$ cat config.mk
export PLATFORM = sky130hd
export DESIGN_NAME = fetch_sequencer
export DESIGN_NICKNAME = d
export VERILOG_FILES = /design/src/rtl/fetch_seq_pkg.sv /design/src/rtl/fetch_perf_counter.sv /design/src/rtl/fetch_sequencer.sv
export SDC_FILE = /design/constraint.sdc
export NUM_CORES = 1
export LEC_CHECK = 0
export CAP_MARGIN = 15
export CORE_ASPECT_RATIO = 0.7
export CORE_MARGIN = 2
export CORE_UTILIZATION = 40
export DETAILED_ROUTE_END_ITERATION = 7
export GPL_TIMING_DRIVEN = 0
export PLACE_DENSITY = 0.71
export SETUP_SLACK_MARGIN = 0.3
export SLEW_MARGIN = 20
export SYNTH_ARGS = -nofsm -noshare
export SYNTH_HDL_FRONTEND = slang
export SYNTH_HIERARCHICAL = 1
export SYNTH_SLANG_ARGS = --single-unit
$ cat constraint.sdc
create_clock -name clk -period 7 [get_ports clk]
set_clock_uncertainty 0.15 [all_clocks]
set_input_delay 0.7 -clock clk [delete_from_list [all_inputs] [get_ports clk]]
set_output_delay 0.7 -clock clk [all_outputs]
set_load 0.1 [all_outputs]
$ cat src/rtl/fetch_seq_pkg.sv
// Shared state encoding and default sizing for the fetch sequencer.
package fetch_seq_pkg;

    typedef enum logic [1:0] {
        BOOT = 2'd0,
        RUN  = 2'd1,
        HALT = 2'd2
    } fetch_state_t;

    localparam int unsigned DEF_PC_W     = 5;
    localparam int unsigned DEF_RESET_PC = 0;
    localparam int unsigned DEF_CNT_W    = 16;

endpackage

$ cat src/rtl/fetch_perf_counter.sv
// Saturating event counter with synchronous clear and increment enable.
module fetch_perf_counter #(
    parameter int unsigned CNT_W = 16
) (
    input  logic             clk,
    input  logic             clear,
    input  logic             enable,
    output logic [CNT_W-1:0] count
);

    always_ff @(posedge clk) begin
        if (clear) begin
            count <= '0;
        end else if (enable && (count != {CNT_W{1'b1}})) begin
            count <= count + 1'b1;
        end
    end

endmodule

$ cat src/rtl/fetch_sequencer.sv
// Instruction-fetch PC sequencer: boot/run/halt FSM, next-PC mux, flush and fetch count.
// Optional build macro FETCH_SEQ_WRAP_HALT_EN: halt instead of wrapping past the all-ones PC.
module fetch_sequencer
    import fetch_seq_pkg::*;
#(
    parameter int unsigned PC_W     = DEF_PC_W,
    parameter int unsigned RESET_PC = DEF_RESET_PC,
    parameter int unsigned CNT_W    = DEF_CNT_W
) (
    input  logic             clk,
    input  logic             rst,
    input  logic             stall_i,
    input  logic             redirect_i,
    input  logic [PC_W-1:0]  redirect_pc_i,
    input  logic             halt_i,
    input  logic             resume_i,
    output logic [PC_W-1:0]  pc_o,
    output logic             fetch_valid_o,
    output logic             flush_o,
    output logic [1:0]       state_o,
    output logic [CNT_W-1:0] fetch_cnt_o
);

    localparam logic [PC_W-1:0] RST_PC = RESET_PC[PC_W-1:0];

    fetch_state_t state;
    logic         count_en;

    assign state_o  = state;
    // Stalled and redirected cycles are not counted as issued fetches.
    assign count_en = (state == RUN) && !stall_i && !redirect_i;

    always_ff @(posedge clk) begin
        if (rst) begin
            state         <= BOOT;
            pc_o          <= RST_PC;
            fetch_valid_o <= 1'b0;
            flush_o       <= 1'b0;
        end else begin
            flush_o <= 1'b0;
            case (state)
                BOOT: begin
                    state         <= RUN;
                    fetch_valid_o <= 1'b1;
                end
                RUN: begin
                    if (redirect_i) begin
                        pc_o    <= redirect_pc_i;
                        flush_o <= 1'b1;
                    end else if (halt_i) begin
                        state         <= HALT;
                        fetch_valid_o <= 1'b0;
                    end else if (!stall_i) begin
`ifdef FETCH_SEQ_WRAP_HALT_EN
                        if (pc_o == {PC_W{1'b1}}) begin
                            state         <= HALT;
                            fetch_valid_o <= 1'b0;
                        end else begin
                            pc_o <= pc_o + 1'b1;
                        end
`else
                        pc_o <= pc_o + 1'b1;
`endif
                    end
                end
                HALT: begin
                    // Nothing valid is in flight here, so a redirect needs no flush.
                    if (redirect_i) begin
                        pc_o          <= redirect_pc_i;
                        state         <= RUN;
                        fetch_valid_o <= 1'b1;
                    end else if (resume_i) begin
                        state         <= RUN;
                        fetch_valid_o <= 1'b1;
                    end
                end
                default: begin
                    state         <= BOOT;
                    fetch_valid_o <= 1'b0;
                end
            endcase
        end
    end

    fetch_perf_counter #(.CNT_W(CNT_W)) u_perf (
        .clk    (clk),
        .clear  (rst),
        .enable (count_en),
        .count  (fetch_cnt_o)
    );

endmodule

==> impl_metrics.yaml <==
power_and_ir_drop:
  vdd_ir_drop_max_mv: 0.102
  net-switching-power_mw: 0.0917
  p_int_mw: 0.206
  power_frac_seq_pct: 50.3
  power_frac_comb_pct: 20.1
  power_frac_clock_pct: 29.5
  fin_total_pwr_mw: 0.297
  switching_share_pct: 30.8
  powerDensity_mw_per_mm2: 160
  leakagePower_nw: 0.611
floorplan:
  placementRows: 17
  dieArea_mm2: 0.00399
  die_height_um: 53.4
  ioPinCount: 36
  fp.coreArea_mm2: 0.00323
  initial_core_util_pct: 43.2
  fp.dieW_um: 74.6
layout:
  layout_common_cells: "clkdlybuf4s50_1 (35), dfxtp_1 (25), a21oi_1 (14), o21ai_0 (9), nor2_1 (9)"
  multi_input_area_um2: 845
  diodes: 0
  final_common_cell: "clkdlybuf4s50_1"
  final_nets: 211
  nFillCells: 319
  regArea_um2: 500
  drive_gt1_share_pct: 9.14
  synthToLayoutAreaGrowth_pct: 32.8
logic_synthesis:
  ys_seq_area_share_pct: 35.8
  synthFlopType: "dfxtp_1"
  synth.avg_cell_area_um2: 8.84
  synth_cell_types: 49
  yosysWarnings: 6
  synthCells: 158
  synth_edf_count: 0
  netlist_area_mm2: 0.00140
  ys_async_sr_fraction_pct: 0
  syn_nets: 171
  synth-seq-cells: 25
clocking:
  max-clock-path-buffers: 2
  cts.clk_slew.worst_paths_ns: 0.08
  cts_buffers: 3
  post-cts-setup-buffers: 0
  cts_tree: "done"
  cts_sinks: 25
  cts_max_level: 1
  cts_hold_buffers: 0
  clockRootBuffer: "clkbuf_8"
  insertion_delay_ns: 0.27
  ctsResizeCount: 0
critical_path:
  crit_fanout: 10
  r2r_end: "u_perf/count[15]"
  r2r_start: "state_o[0]"
  startpoint: "redirect_i"
  worstSetupPathType: "primary input to flop"
  ff2ff_setup_slack_ns: 4.40
  reg2reg_depth: 6
  critPathArrivalTime_ns: 3.22
  worstSetupEndpointType: "flop"
  worstPathRequired_ns: 7.05
  crit_path_start_kind: "primary input"
detailed_routing:
  wire_per_inst_um: 13.4
  drc: 0
  ant_nets: 0
  firstDrtPassIters: 4
  vias: 1342
  dr.first_iter.drc_count: 90
  wl_mm: 3.27
  detail_route.vias_per_cell: 5.50
placed_design:
  io_buffer_count: 35
  dp_hpwl_mm: 2.47
  routabilityCongestion: 0.905
grt:
  globalRouteOverflowTotal: 0
  track_usage_pct: 18.4
  grt_max_degree: 16
  grt_pass1_wl_mm: 5.49
  antenna_found_initial: 0
  grt_pass1_vias: 1192
sta:
  min_period_ns: 3.17
  finalHoldViolations: 0
  finalCritPeriodShare_pct: 45.3
  whs_ns: 0.362
  drv_slew: 0
  fmax_ghz: 0.315
  worst_slew_pin_slew_ns: 0.975
  final.setup.tns_ns: 0
  grt_setup_unrepaired: "no"
  slew_headroom_pct: 34.8
  setup_viol: 0
outcome:
  status: "finished clean"
min_path:
  hold_start: "pc_o[4]"
  hold_class: "flop to flop"
  hold_path_depth: 2
  min_to: "pc_o[4]"
run:
  max_cap_viol_count: 0
==> registers in the layout, indices dropped and copies added, names as in the netlist <==
signal and flops:
fetch_valid_o 1, u_perf/count 16, state_o 2, flush_o 1, pc_o 5
==> per-layer routing <==
| metal | wire (µm) | track usage, % | vias to the layer above | part of all wire [%] |
|---|---|---|---|---|
| li1 | - | - | 688 | - |
| met1 | 1630 | 25.8 | 608 | 50 |
| met2 | 1400 | 27.7 | 42 | 43 |
| met3 | 207 | 4.00 | 4 | 6.3 |
| met4 | 36 | 6.25 | 0 | 1.1 |
| met5 | 0 | 0 | - | 0 |
==> how the worst max path moves through the flow <==
stage	slack, ns	to
5_1_grt	3.65	u_perf/count[15]
3_3_place_gp	3.60	u_perf/count[15]
2_1_floorplan	4.08	u_perf/count[13]
6_report	3.83	u_perf/count[15]
3_5_place_dp	3.59	u_perf/count[9]
4_1_cts	3.88	u_perf/count[15]
==> worst max-delay path: stages <==
cell and delay [ns]:
clkdlybuf4s50_1 0.57, buf_2 0.27, nor3b_1 0.60, nand2_1 0.16, clkbuf_1 0.25, or4_1 0.50, a21oi_1 0.16
==> synthesized netlist by cell type, drive strengths merged (4+ instances only) <==
master | number | share of area [%]
a21oi | 15 | 5.6
buf | 4 | 1.8
dfxtp | 25 | 36
inv | 4 | 1.1
nand2 | 8 | 2.3
nand3 | 8 | 2.9
nand4 | 4 | 2.9
nor2 | 11 | 3.7
nor2b | 4 | 1.8
nor3 | 7 | 2.5
o21ai | 10 | 3.6
o31ai | 6 | 3.2
or4 | 7 | 3.8
==> cell type report <==
class,instances,share of cell area (%)
multi-input combinational,122,45.5
inverter,4,0.810
sequential,25,27.0
buffer,7,1.96
tap,47,3.17
timing repair buffer,35,18.9
clock inverter,1,0.405
clock buffer,3,2.23
==> power by group through the flow <==
stage | sequential [mW] | combinational (mW) | clock, mW
finish | 0.150 | 0.0599 | 0.0878
detailed placement | 0.153 | 0.0600 | 0
floorplan | 0.178 | 0.0177 | 0
CTS | 0.150 | 0.0601 | 0.0919
global route | 0.151 | 0.0636 | 0.0990
global placement | 0.153 | 0.0593 | 0
==> kinds of logic (layout without fill, tap and decap cells) <==
group | after synthesis | in the layout | synth area share [%]
compound gates | 44 | 44 | 22.4
xor+xnor | 2 | 2 | 1.25
fa+ha+maj | 2 | 2 | 1.79
buf+inv | 11 | 50 | 3.67
flops | 25 | 25 | 35.8
mux | 4 | 4 | 2.96
simple gates | 70 | 70 | 32.1
==> stage by stage <==
step	cells	instance area [µm²]	utilization, %	setup slack (ns)
floorplan	158	1400	-	4.08
global placement	240	1810	55.8	3.60
detailed placement	240	1810	55.8	3.59
CTS	244	1850	57.4	3.88
global route	244	1850	57.4	3.65
finish	244	1850	57.4	3.83
(Power assumes the default switching activity.)
==> variant 1 (same flow settings) <==
Add a define of `FETCH_SEQ_WRAP_HALT_EN`.
--- a/src/rtl/fetch_sequencer.sv
+++ b/src/rtl/fetch_sequencer.sv
@@ -2,2 +2,4 @@
 // Optional build macro FETCH_SEQ_WRAP_HALT_EN: halt instead of wrapping past the all-ones PC.
+`define FETCH_SEQ_WRAP_HALT_EN
+
 module fetch_sequencer
Check against the original RTL: not equivalent (Yosys sat finds a counterexample within 4 cycles, from zero or initial values and one cycle with rst high).
==> variant 1 against the unedited design <==
Total power grew 2.3%. Design area grew 0.54%. Routed wire length grew 6.1%. Non-clock buffer count is the same. Synthesized cell count grew 3.2%. Setup slack gained 0.23 ns. Synthesized area grew 0.99%. Sequential cell count is the same. Highest routed layer unchanged.
==> variant 1: results (changes against the unedited design) <==
post-DP HPWL 2614 um (+5.6%); Pleak 0.6304 nW (+3.2%); multi-input gate share of total cell area 45.97% (+0.43 points); worst hold path endpoint fetch_valid_o$_SDFFE_PP0P_; Synth Area in Compound Gates 20.23% (-2.2 points); VDD IR max 0.07855 mV (-23%); Min-Delay Startpoint fetch_valid_o$_SDFFE_PP0P_; Synth area leaders dfxtp_1 35%, a21oi_1 4.6%, or4_1 3.7%; root buf cell clkbuf_8; Largest Register u_perf/count; Post-Synthesis Net Count 177 (+3.5%); adder-cell area share of the yosys netlist 2.662% (+0.87 points); Inverters 6 (+2); largest net degree at the start of global routing 14 (-2); worst slew pin tran 0.9807 ns (+0.005422 ns); CTS H-tree depth 1 (unchanged); clock network contribution to total cell area 2.416% (-0.22 points); layout cell share with drive strength beyond 1 7.426% (-1.7 points); Synth top cells by count 25 x dfxtp_1, 13 x a21oi_1, 13 x nor2_1, 9 x nand2_1; routability cong. 0.8381 (-7.4%); first-pass GRT wire length 5747 um (+4.8%); vias in the first global route 1211 (+1.6%); CP arrival 2.99 ns (-0.23 ns); initial DRC count 96 (+6.7%); DRT Wirelength 3472 um (+6.1%); initial antenna violation count 0 (unchanged); sequential area share after synthesis 35.49% (-0.35 points); non-clk buf share 20.40% (-0.45 points); reg-to-reg critical path endpoint u_perf/count[9]$_SDFFE_PP0P_; critical path's slowest cell nor3_1; max reg flops 16 (unchanged); max incr delay on CP 0.61 ns; reg2reg setup slack 4.48 ns (+0.08 ns); gr usage total 18.63% (+0.22 points); drt pass-1 iters 5 (+1); fillers 305 (-4.4%); #MultiIn Comb 125 (+2.5%); worst min-delay path class reg2reg; pre-CTS WS 3.840 ns (+0.2526 ns); status completed; NumNets Final 217 (+2.8%); post-synthesis mux area share 2.928% (-0.029 points); distinct cell type count after synthesis 46 (-6.1%); Post CTS Setup Buffer Count 0 (unchanged); Post-Synth XOR/XNOR Area 1.242% (-0.012 points); vias per cell 5.711 (+3.8%); Fin Hold WS 0.3377 ns (-0.02413 ns); clock buffers 4 (+1)
## variant 1: changes by cell type after synthesis, sizes merged, moves of 2 or more
cell,unedited run,this run
nand3b,1,5
o21ai,10,6
nor2,11,14
a21oi,15,13
a31oi,0,2
and3b,2,0
nand2,8,10
nand2b,2,4
nor3b,3,1
o21bai,2,0
## variant 1: tightest hold or removal path: cells and delay by family (launching register included)
kind / cells / cell delay [ns]
compound gates: 1 / 0.08
buf+inv: 1 / 0.06
flops: 1 / 0.32
## variant 1: metrics by stage
step	power [mW]	area, um^2	cells	utilization [%]
after global placement	0.2187	1819	245	55.90
after CTS	0.3064	1864	249	57.29
after floorplan	0.2013	1410	163	-
after detailed placement	0.2200	1819	245	55.90
after global routing	0.3154	1864	249	57.29
final	0.3041	1864	249	57.29
## variant 1: where the power goes
part           switching (mW)  internal (mW)  total [mW]
registers             0.00466          0.146       0.151
clock network          0.0466         0.0408      0.0874
logic                  0.0451         0.0209      0.0659
total                  0.0963          0.208       0.304
## variant 1: metal layers
metal  up-vias  global-route usage (%)  wire [um]
met5         -                       0          0
met4         0                   3.571         34
met3         6                   3.745        226
met2        53                   27.78       1448
met1       659                   27.89       1763
li1        704                       -          -
## variant 1: worst max-delay path by stage
stage | from | end | slack, ns
2_1_floorplan | state_o[0]$_SDFFE_PP0P_ | u_perf/count[13]$_SDFFE_PP0P_ | 4.22
3_3_place_gp | redirect_i | u_perf/count[9]$_SDFFE_PP0P_ | 3.85
3_5_place_dp | redirect_i | u_perf/count[9]$_SDFFE_PP0P_ | 3.84
4_1_cts | redirect_i | u_perf/count[9]$_SDFFE_PP0P_ | 4.10
5_1_grt | redirect_i | u_perf/count[9]$_SDFFE_PP0P_ | 3.89
6_report | redirect_i | u_perf/count[9]$_SDFFE_PP0P_ | 4.06
==> variant 2 (config.mk and constraints unchanged) <==
Made on the original files. Make the reset (`rst`) asynchronous in one clocked block.
--- a/src/rtl/fetch_sequencer.sv
+++ b/src/rtl/fetch_sequencer.sv
@@ -32,3 +32,3 @@
 
-    always_ff @(posedge clk) begin
+    always_ff @(posedge clk or posedge rst) begin
         if (rst) begin
Behaviour: differs if rst is asserted again (counterexample within 4 cycles, from zero or initial values and one cycle with rst high); with rst held inactive, the same outputs for 10 cycles.
==> variant 2 against the unedited design <==
Sequential cell count shrank 1. Die area shrank 2.0%. Synthesized area is 2.2% lower. Design area fell by 1.3%. Worst hold slack gained 0.039 ns. Routed wire length is 11% higher. Setup slack got worse by 0.069 ns. Maximum frequency decreased by 2.1%. Largest cell class unchanged.
Power is not compared: it rests on default switching activity, and its combinational part moved more than twofold at a synthesized area within 25%.
==> variant 2: results (changes against the unedited design) <==
Hold Crit Depth 2 (unchanged); fin crit period 3.239 ns (+0.06859 ns); Synth top cells by count 16 x a21oi_1, 16 x dfxtp_1, 11 x nor2_1, 10 x nand2_1; placed cell areas 0.001775 mm^2 (-1.7%); Min-Delay Startpoint u_perf/count[1]$_SDFFE_PP0P_; met3 GRT Util 4.952% (+0.95 points); pre-CTS WS 3.595 ns (+0.007900 ns); Post-Synth XOR/XNOR Area 1.282% (+0.028 points); worst hold path endpoint u_perf/count[1]$_SDFFE_PP0P_; slew margin rel. 35.07% (+0.29 points); initial DRC count 91 (+1.1%); CP arrival 3.29 ns (+0.07 ns); vias in the first global route 1221 (+2.4%); Synth area leaders dfxtp_1 23%, dfrtp_1 15%, a21oi_1 5.9%; first-pass GRT wire length 5727 um (+4.4%); post-synthesis mux area share 5.220% (+2.3 points); post-DP HPWL 2629 um (+6.2%); distinct cell type count after synthesis 46 (-6.1%); Met1 Wirelength 1814 um (+11%); sequential area share after synthesis 38.10% (+2.3 points); status completed; M2 GR Usage 30.65% (+2.9 points); fillers 284 (-11%); Synth Area in Compound Gates 18.86% (-3.5 points); adder-cell area share of the yosys netlist 1.832% (+0.039 points); layout cell share with drive strength beyond 1 7.179% (-2.0 points); max incr delay on CP 0.66 ns (+0.06 ns); NumNets Final 209 (-0.95%); reg-to-reg startpoint state_o[1]$_DFFE_PP0P_; DRT Wirelength 3647 um (+11%); met1 Use GR 26.60% (+0.78 points); DR WL met2 1622 um (+16%); routability cong. 0.7905 (-13%)
==> variant 2: power by group through the flow <==
stage,registers [mW],clock network [mW],logic (mW)
floorplan,0.256,0,0.0463
global placement,0.170,0,0.177
detailed placement,0.170,0,0.179
CTS,0.168,0.0978,0.179
global route,0.171,0.104,0.186
finish,0.169,0.0952,0.179
==> variant 2: area by class of cell <==
class                           count  area, um^2  area share (%)
Multi-Input combinational cell    120       795.8           43.47
Buffer                              6       27.53           1.504
Timing Repair Buffer               35       350.3           19.14
Tap cell                           47       58.81           3.213
Clock buffer                        4       55.05           3.008
Inverter                            6       22.52           1.230
Sequential cell                    24       520.5           28.43
==> variant 2: stage by stage <==
step	instances	hold slack, ns
6_report	242	0.4009
5_1_grt	242	0.4255
4_1_cts	242	0.3983
3_5_place_dp	238	0.3760
3_3_place_gp	238	0.3631
2_1_floorplan	156	0.3657
==> variant 2: tightest hold or removal path, cell delays in order (launching register included) <==
cell and delay (ns):
dfxtp_1 0.35, o21ai_0 0.09, a21oi_1 0.07
